`config.mk`:
```
export PLATFORM = sky130hd
export DESIGN_NAME = packet_serializer_flat
export DESIGN_NICKNAME = d
export VERILOG_FILES = /design/src/rtl/packet_serializer_if.sv /design/src/rtl/packet_serializer.sv /design/src/flat_wrapper.sv
export SDC_FILE = /design/constraint.sdc
export NUM_CORES = 1
export LEC_CHECK = 0
export ABC_CLOCK_PERIOD_IN_PS = 1900
export BUFFER_PORTS_ARGS = -buffer_cell sky130_fd_sc_hd__buf_2
export CORE_AREA = 2 2 334 336
export CTS_BUF_LIST = sky130_fd_sc_hd__clkbuf_16
export DETAILED_ROUTE_END_ITERATION = 12
export DIE_AREA = 0 0 336 338
export GPL_TIMING_DRIVEN = 0
export SETUP_SLACK_MARGIN = 0.02
export SYNTH_ARGS = -nofsm -noshare
export SYNTH_HDL_FRONTEND = slang
export SYNTH_SLANG_ARGS = --single-unit
```
`constraint.sdc`:
```
create_clock -name clock -period 1.9 [get_ports clock]
set_input_delay 0.38 -clock clock [delete_from_list [all_inputs] [get_ports clock]]
set_output_delay 0.38 -clock clock [all_outputs]
set_load 0.05 [all_outputs]
```
`src/rtl/packet_serializer_if.sv`:
```
// Handshake bundle between the scheduler, the packet serializer and the beat sink.
// The master modport is the serializer's view; slave is the surrounding logic's view.
interface packet_serializer_if #(
  parameter int DATA_SIZE    = 678,
  parameter int BEAT_WIDTH   = 128,
  parameter int COUNTER_SIZE = 32
);
  localparam int NUMBER_OF_BEATS = (DATA_SIZE + BEAT_WIDTH - 1) / BEAT_WIDTH;
  localparam int INDEX_W         = (NUMBER_OF_BEATS > 1) ? $clog2(NUMBER_OF_BEATS) : 1;

  logic                    queues_to_serializer_valid;
  logic [DATA_SIZE-1:0]    queues_to_serializer_packet;
  logic                    serializer_to_scheduler_ready;
  logic                    beat_valid;
  logic [BEAT_WIDTH-1:0]   beat_data;
  logic                    beat_last;
  logic [INDEX_W-1:0]      beat_index;
  logic                    beat_ready;
  logic [COUNTER_SIZE-1:0] packets_sent;

  modport master (
    input  queues_to_serializer_valid, queues_to_serializer_packet, beat_ready,
    output serializer_to_scheduler_ready, beat_valid, beat_data, beat_last,
           beat_index, packets_sent
  );

  modport slave (
    output queues_to_serializer_valid, queues_to_serializer_packet, beat_ready,
    input  serializer_to_scheduler_ready, beat_valid, beat_data, beat_last,
           beat_index, packets_sent
  );
endinterface

```
`src/rtl/packet_serializer.sv`:
```
// Splits one wide scheduled packet into BEAT_WIDTH-bit beats (LSBs first) on a
// valid/ready/last stream, back-pressuring the scheduler until the last beat leaves.
module packet_serializer #(
  parameter int DATA_SIZE    = 678,
  parameter int BEAT_WIDTH   = 128,
  parameter int COUNTER_SIZE = 32
) (
  input  logic                clock,
  input  logic                reset,
  packet_serializer_if.master bus
);
  localparam int NUMBER_OF_BEATS = (DATA_SIZE + BEAT_WIDTH - 1) / BEAT_WIDTH;
  localparam int INDEX_W         = (NUMBER_OF_BEATS > 1) ? $clog2(NUMBER_OF_BEATS) : 1;
  localparam int PADDED_W        = NUMBER_OF_BEATS * BEAT_WIDTH;
  localparam logic [INDEX_W-1:0] LAST_INDEX = INDEX_W'(NUMBER_OF_BEATS - 1);

  typedef enum logic {IDLE, SEND} state_t;

  state_t                  state_q,        state_d;
  logic [PADDED_W-1:0]     padded_q,       padded_d;
  logic [INDEX_W-1:0]      beat_index_q,   beat_index_d;
  logic                    beat_last_q,    beat_last_d;
  logic [COUNTER_SIZE-1:0] packets_sent_q, packets_sent_d;

  // NOTE: every always_comb output is given its hold value first, so no path
  // leaves a signal unassigned and no latch is inferred.
  always_comb begin
    state_d        = state_q;
    padded_d       = padded_q;
    beat_index_d   = beat_index_q;
    beat_last_d    = beat_last_q;
    packets_sent_d = packets_sent_q;

    case (state_q)
      IDLE: begin
        if (bus.queues_to_serializer_valid) begin
          padded_d     = PADDED_W'(bus.queues_to_serializer_packet);
          beat_index_d = '0;
          beat_last_d  = (NUMBER_OF_BEATS == 1);
          state_d      = SEND;
        end
      end
      SEND: begin
        if (bus.beat_ready) begin
          // The current beat always sits in the low slice; shifting keeps the
          // output a plain wire off the register and zero-fills behind it.
          padded_d = padded_q >> BEAT_WIDTH;
          if (beat_last_q) begin
            beat_index_d   = '0;
            beat_last_d    = 1'b0;
            packets_sent_d = packets_sent_q + 1'b1;
            state_d        = IDLE;
          end else begin
            beat_index_d = beat_index_q + 1'b1;
            beat_last_d  = (INDEX_W'(beat_index_q + 1'b1) == LAST_INDEX);
          end
        end
      end
      default: state_d = IDLE;
    endcase
  end

  // NOTE: the wide packet register is reset too, because beat_data is read
  // straight from it and must be zero out of reset; state uses <= so every
  // flop samples the pre-edge values.
  always_ff @(posedge clock or negedge reset) begin
    if (!reset) begin
      state_q        <= IDLE;
      padded_q       <= '0;
      beat_index_q   <= '0;
      beat_last_q    <= 1'b0;
      packets_sent_q <= '0;
    end else begin
      state_q        <= state_d;
      padded_q       <= padded_d;
      beat_index_q   <= beat_index_d;
      beat_last_q    <= beat_last_d;
      packets_sent_q <= packets_sent_d;
    end
  end

  assign bus.serializer_to_scheduler_ready = (state_q == IDLE);
  assign bus.beat_valid                    = (state_q == SEND);
  assign bus.beat_data                     = padded_q[BEAT_WIDTH-1:0];
  assign bus.beat_last                     = beat_last_q;
  assign bus.beat_index                    = beat_index_q;
  assign bus.packets_sent                  = packets_sent_q;
endmodule

```
`src/flat_wrapper.sv`:
```
// flat-port wrapper written by rule: the top's interface ports become plain ports
module packet_serializer_flat 
#(
  parameter int DATA_SIZE    = 678,
  parameter int BEAT_WIDTH   = 128,
  parameter int COUNTER_SIZE = 32
)
  (clock, reset, bus_queues_to_serializer_valid, bus_queues_to_serializer_packet, bus_beat_ready, bus_serializer_to_scheduler_ready, bus_beat_valid, bus_beat_data, bus_beat_last, bus_beat_index, bus_packets_sent);
  packet_serializer_if #(.DATA_SIZE(DATA_SIZE), .BEAT_WIDTH(BEAT_WIDTH), .COUNTER_SIZE(COUNTER_SIZE)) bus_i ();
  input  logic clock;
  input  logic reset;
  input wire logic [$bits(bus_i.queues_to_serializer_valid)-1:0] bus_queues_to_serializer_valid;
  input wire logic [$bits(bus_i.queues_to_serializer_packet)-1:0] bus_queues_to_serializer_packet;
  input wire logic [$bits(bus_i.beat_ready)-1:0] bus_beat_ready;
  output wire logic [$bits(bus_i.serializer_to_scheduler_ready)-1:0] bus_serializer_to_scheduler_ready;
  output wire logic [$bits(bus_i.beat_valid)-1:0] bus_beat_valid;
  output wire logic [$bits(bus_i.beat_data)-1:0] bus_beat_data;
  output wire logic [$bits(bus_i.beat_last)-1:0] bus_beat_last;
  output wire logic [$bits(bus_i.beat_index)-1:0] bus_beat_index;
  output wire logic [$bits(bus_i.packets_sent)-1:0] bus_packets_sent;
  assign bus_i.queues_to_serializer_valid = bus_queues_to_serializer_valid;
  assign bus_i.queues_to_serializer_packet = bus_queues_to_serializer_packet;
  assign bus_i.beat_ready = bus_beat_ready;
  assign bus_serializer_to_scheduler_ready = bus_i.serializer_to_scheduler_ready;
  assign bus_beat_valid = bus_i.beat_valid;
  assign bus_beat_data = bus_i.beat_data;
  assign bus_beat_last = bus_i.beat_last;
  assign bus_beat_index = bus_i.beat_index;
  assign bus_packets_sent = bus_i.packets_sent;
  packet_serializer #(.DATA_SIZE(DATA_SIZE), .BEAT_WIDTH(BEAT_WIDTH), .COUNTER_SIZE(COUNTER_SIZE)) u_core (.clock(clock), .reset(reset), .bus(bus_i));
endmodule
```
* Word level (Yosys, flattened, before mapping)
Cells that the tools add are included.
Storage, ports and cells: memories 0, bits in writable memories 0, register bits after elaboration 805, output and inout port bits 166, input bits 682, bits in latches 0, ROM bits 0
Operators by class: magnitude comparators 0, multiplexer cells 15, bitwise operators 1, add/subtract/negate cells 2, divide/modulo/power cells 0, multipliers 0, shift operators 0, eq/ne operators 3, reductions and logical operators 2
Operators by type and width (number):
- two-way mux 768 bit | 2
- case mux 768 bit (2 select lines) | 1
- adder 32 x 1 -> 32 bit (second input constant) | 1
- two-way mux 3 bit | 3
- two-way mux 1 bit | 6
- case mux 3 bit (2 select lines) | 1
- != test 2 bit (second input constant) | 2
- case mux 1 bit (2 select lines) | 2
- adder 3 x 1 -> 3 bit (second input constant) | 1
- equality test 3 bit (second input constant) | 1
- AND reduction 3 bit | 1
- AND reduction 2 bit | 1
- inverter 1 bit | 1

* Longest topological paths before layout
depth after elaboration 5, mapped depth 8

* Least setup slack after synthesis
OpenSTA, ideal clock, no wires.
path type register to output, start point register u_core.state_q, in the netlist u_core.bus.beat_valid, end point output port bus_serializer_to_scheduler_ready, path buffers 3, slack -0.156 ns, data required time 1.520 ns, stages on the path, launching flop included 5, data arrival time 1.676 ns, cells stage by stage dfrtp_1 -> buf_4 -> clkbuf_1 -> buf_2 -> inv_1
Between the ends: longest elaborated chain between the ends 1
RTL lines:
- from (decl) | RTL line packet_serializer.sv:19 | state_t state_q, state_d;
- from (signal assigned) | RTL line packet_serializer.sv:74 | state_q <= state_d;
- inverter 1 bit | RTL line packet_serializer.sv:82 | assign bus.serializer_to_scheduler_ready = (state_q == IDLE);
- to (decl) | RTL line flat_wrapper.sv:15 | output wire logic [$bits(bus_i.serializer_to_scheduler_ready)-1:0] bus_serializer_to_scheduler_ready;
No other way between the ends.

* Worst setup path in the final report
Ends and elaborated chain as after synthesis.

==> results.toml <==
[setup_path]
r2r-end = "u_core.padded_q[594]"
path_depth = 5
critPathRequiredTime_ns = 1.52
r2r-start = "u_core.bus.beat_valid"
path_cells = "buf_6 > clkbuf_16 > buf_12 > clkinvlp_4 > buf_8"
start_kind = "flip-flop"
cp_top_family = "buffers and inverters"
crit_path_max_incr_delay_ns = 0.40
crit_path_top_delay_cell = "dfrtp_2"
ff2ff_setup_slack_ns = -0.14
endpoint_kind = "output pin"
r2r_cells = 8
worstPathArrival_ns = 1.69
path_max_fanout = 7
crit_buf_inv = 5
crit_type = "flip-flop to output pin"

[die]
die_height_um = 338
core_region_area_um2 = 110100
initial_core_util_pct = 29.15
std_cell_rows = 122
die_x_um = 336
ios = 848
die_area_um2 = 113600

[placed_design]
dp_hpwl_um = 100700
gp_congestion = 0.9204
port_buffers = 847
dp.cells = 5287

[route]
drt-wirelength-per-cell_um = 22.54
ant_nets = 0
via_per_inst = 4.809
vias = 29500
top_layer = "met5"
dr_wl_met2_um = 65040
drt-initial-drc-count = 2230
drc_errors = 0
wl_met1_um = 57350
drtPass1Iterations = 5
wl_met3_um = 9911
drt_wl_total_um = 138300

[layout]
fillCellCount = 10300
layout-drive-gt1-share_pct = 29.24
stdcell_count = 6134
area_growth_syn_to_layout_pct = 50.80
nNetsFinal = 5219

[yosys]
synth_most_common_cell = "dfrtp_1"
synthTopCellsByCount = "715 x dfrtp_1, 564 x nand2_1, 552 x o21ai_1, 550 x mux2i_1, 136 x buf_2"
ys_async_sr_fraction_pct = 100.0
syn_avg_cell_area_um2 = 10.89
ys_types = 34
synth_edf_count = 0
syn_area_um2 = 32080
syn_inst = 2946
synth_area_leaders = "dfrtp_1 56%, mux2i_1 17%, o21ai_1 8.6%"
synth_warnings = 0
synth_ff_type = "dfrtp_1"
yosys.area.top_type = "dfrtp_1"
synth_seq_cells = 715
ys_seq_area_share_pct = 55.78
synth_top_area_share_pct = 55.78
synth_nets = 3631

[sta]
period_minus_slack_ns = 2.071
rsz0062_at_grt = "true"
holdWs_ns = -0.3622
fin_crit_sh_pct = 109.0
fmax_mhz = 482.8
max_slew_margin_pct = 53.74
worst-slew-pin-transition_ns = 0.6939
fin_skew_ns = 0.03191
setup-violations-final = 292
final_hold_viol_count = 107
setup_tns_ns = -11.19
setup_ws_ns = -0.1711
slew_viol_final = 0

[clocking]
clk_pin_slew_ns = 0.06
clock-sinks = 715
cts_hold_buf = 633
clock_latency_ns = 0.68
cts_buffers = 86
cts-root-buf = "clkbuf_16"
cts_htree_levels = 3
clock_path_buffers = 3
cts_tree = "yes"

[global_routing]
grt_usage_pct = 23.48
grt_pass1_wl_um = 197600
overflow = 0
antenna_found_initial = 48
grt_pass1_vias = 30620
grt_max_degree = 110

[job]
drv_cap = 0

[power]
pwr-share-comb_pct = 43.8
pwr-share-seq_pct = 33.3
p_per_area_nw_per_um2 = 1430
leakage_nw = 25.96
p_int_mw = 40.54
swShare_pct = 41.40
ir_drop_mv = 0.7883
clkPwrFrac_pct = 22.9
power_switching_mw = 28.64

[min_path]
hold_class = "primary input to asynchronous set/reset pin"

[outcome]
outcome = "finished with violations"
violations = "hold timing, setup timing"
## kinds of logic (layout without fill, tap and decap cells)
family	after synthesis	in the layout	synth area share, %
multiplexers	551	551	17.20
AO/OA/AOI/OAI	685	685	12.23
buffers and inverters	345	2002	6.077
other	0	43	0
adder cells (fa/ha/maj)	3	3	0.1170
AND/OR/NAND/NOR	615	615	7.723
XOR/XNOR	32	32	0.8737
flip-flops	715	715	55.78
## sequential cells by signal, indices dropped and copies added, names as in the netlist
register / count
u_core.bus.beat_index: 3
u_core.bus.beat_last: 1
u_core.bus.beat_valid: 1
u_core.bus.packets_sent: 32
u_core.padded_q: 678
## how the worst max path moves through the flow
stage                                                    to                  start
final                     bus_serializer_to_scheduler_ready  u_core.bus.beat_valid
after global routing      bus_serializer_to_scheduler_ready  u_core.bus.beat_valid
after CTS                 bus_serializer_to_scheduler_ready  u_core.bus.beat_valid
after detailed placement               u_core.padded_q[438]  u_core.bus.beat_valid
after global placement                u_core.bus.beat_valid                  reset
after floorplan           bus_serializer_to_scheduler_ready  u_core.bus.beat_valid
## final cells by class
class                           instances  area, µm²  area share [%]
Timing Repair Buffer                 1500      10960           22.65
Inverter                                4      18.77         0.03880
Antenna cell                           43      107.6          0.2224
Tap cell                             1488       1862           3.849
Clock buffer                           86       2152           4.449
Multi-Input combinational cell       1886      12450           25.74
Clock inverter                         71      521.8           1.079
Buffer                                341       2402           4.966
Sequential cell                       715      17900           37.01
## power groups by stage
| stage | Clock (mW) | Sequential [mW] | Combinational [mW] |
|---|---|---|---|
| final | 15.8 | 23.0 | 30.3 |
| after global routing | 16.7 | 23.5 | 32.4 |
| after CTS | 16.1 | 22.8 | 29.8 |
| after detailed placement | 0 | 23.0 | 27.5 |
| after global placement | 0 | 22.9 | 27.0 |
| after floorplan | 0 | 22.2 | 18.6 |
## metrics by stage
step | cell area [µm²] | setup WS, ns | util [%] | hold WS, ns | power, mW
detailed placement | 38370 | -1.457 | 34.87 | 0.4662 | 50.50
global route | 48340 | -0.2294 | 43.92 | -0.2941 | 72.64
global placement | 38190 | -16.97 | 34.70 | 0.4656 | 49.95
floorplan | 32090 | 0.01593 | - | 0.08441 | 40.84
finish | 48370 | -0.1711 | 43.95 | -0.3622 | 69.18
CTS | 47990 | -0.2260 | 43.60 | -0.3277 | 68.76
## per-layer routing
metal  up-vias  global-route usage, %
met5         -                      0
met4        20                  10.15
met3       336                  4.840
met2      1219                  37.95
met1     14560                  30.49
li1      13370                      -
## cells in the final DEF, fill, tap and decap left out, types with 9 or more instances in the layout
cell type	netlist	final
mux2i_1	550	531
buf_6	0	10
clkinv_2	0	11
clkbuf_1	60	11
diode_2	0	43
clkbuf_4	0	45
xnor2_1	25	25
dlygate4sd3_1	0	633
clkbuf_16	0	89
buf_4	129	186
buf_2	136	887
dfrtp_1	715	706
a22o_1	129	129
mux2i_4	0	11
clkinv_1	0	24
o21ai_1	552	552
dfrtp_2	0	9
clkbuf_2	0	47
inv_1	4	24
nand4_1	12	12
nand2_1	564	564
## timing repair
item,CTS,global route
gates resized for setup,179,85
endpoints found under the setup margin,877,886
hold endpoints to repair,740,107
gates cloned,0,2
setup buffers,9,3
pin swaps,2,3
Power figures use the tool's default switching activity.
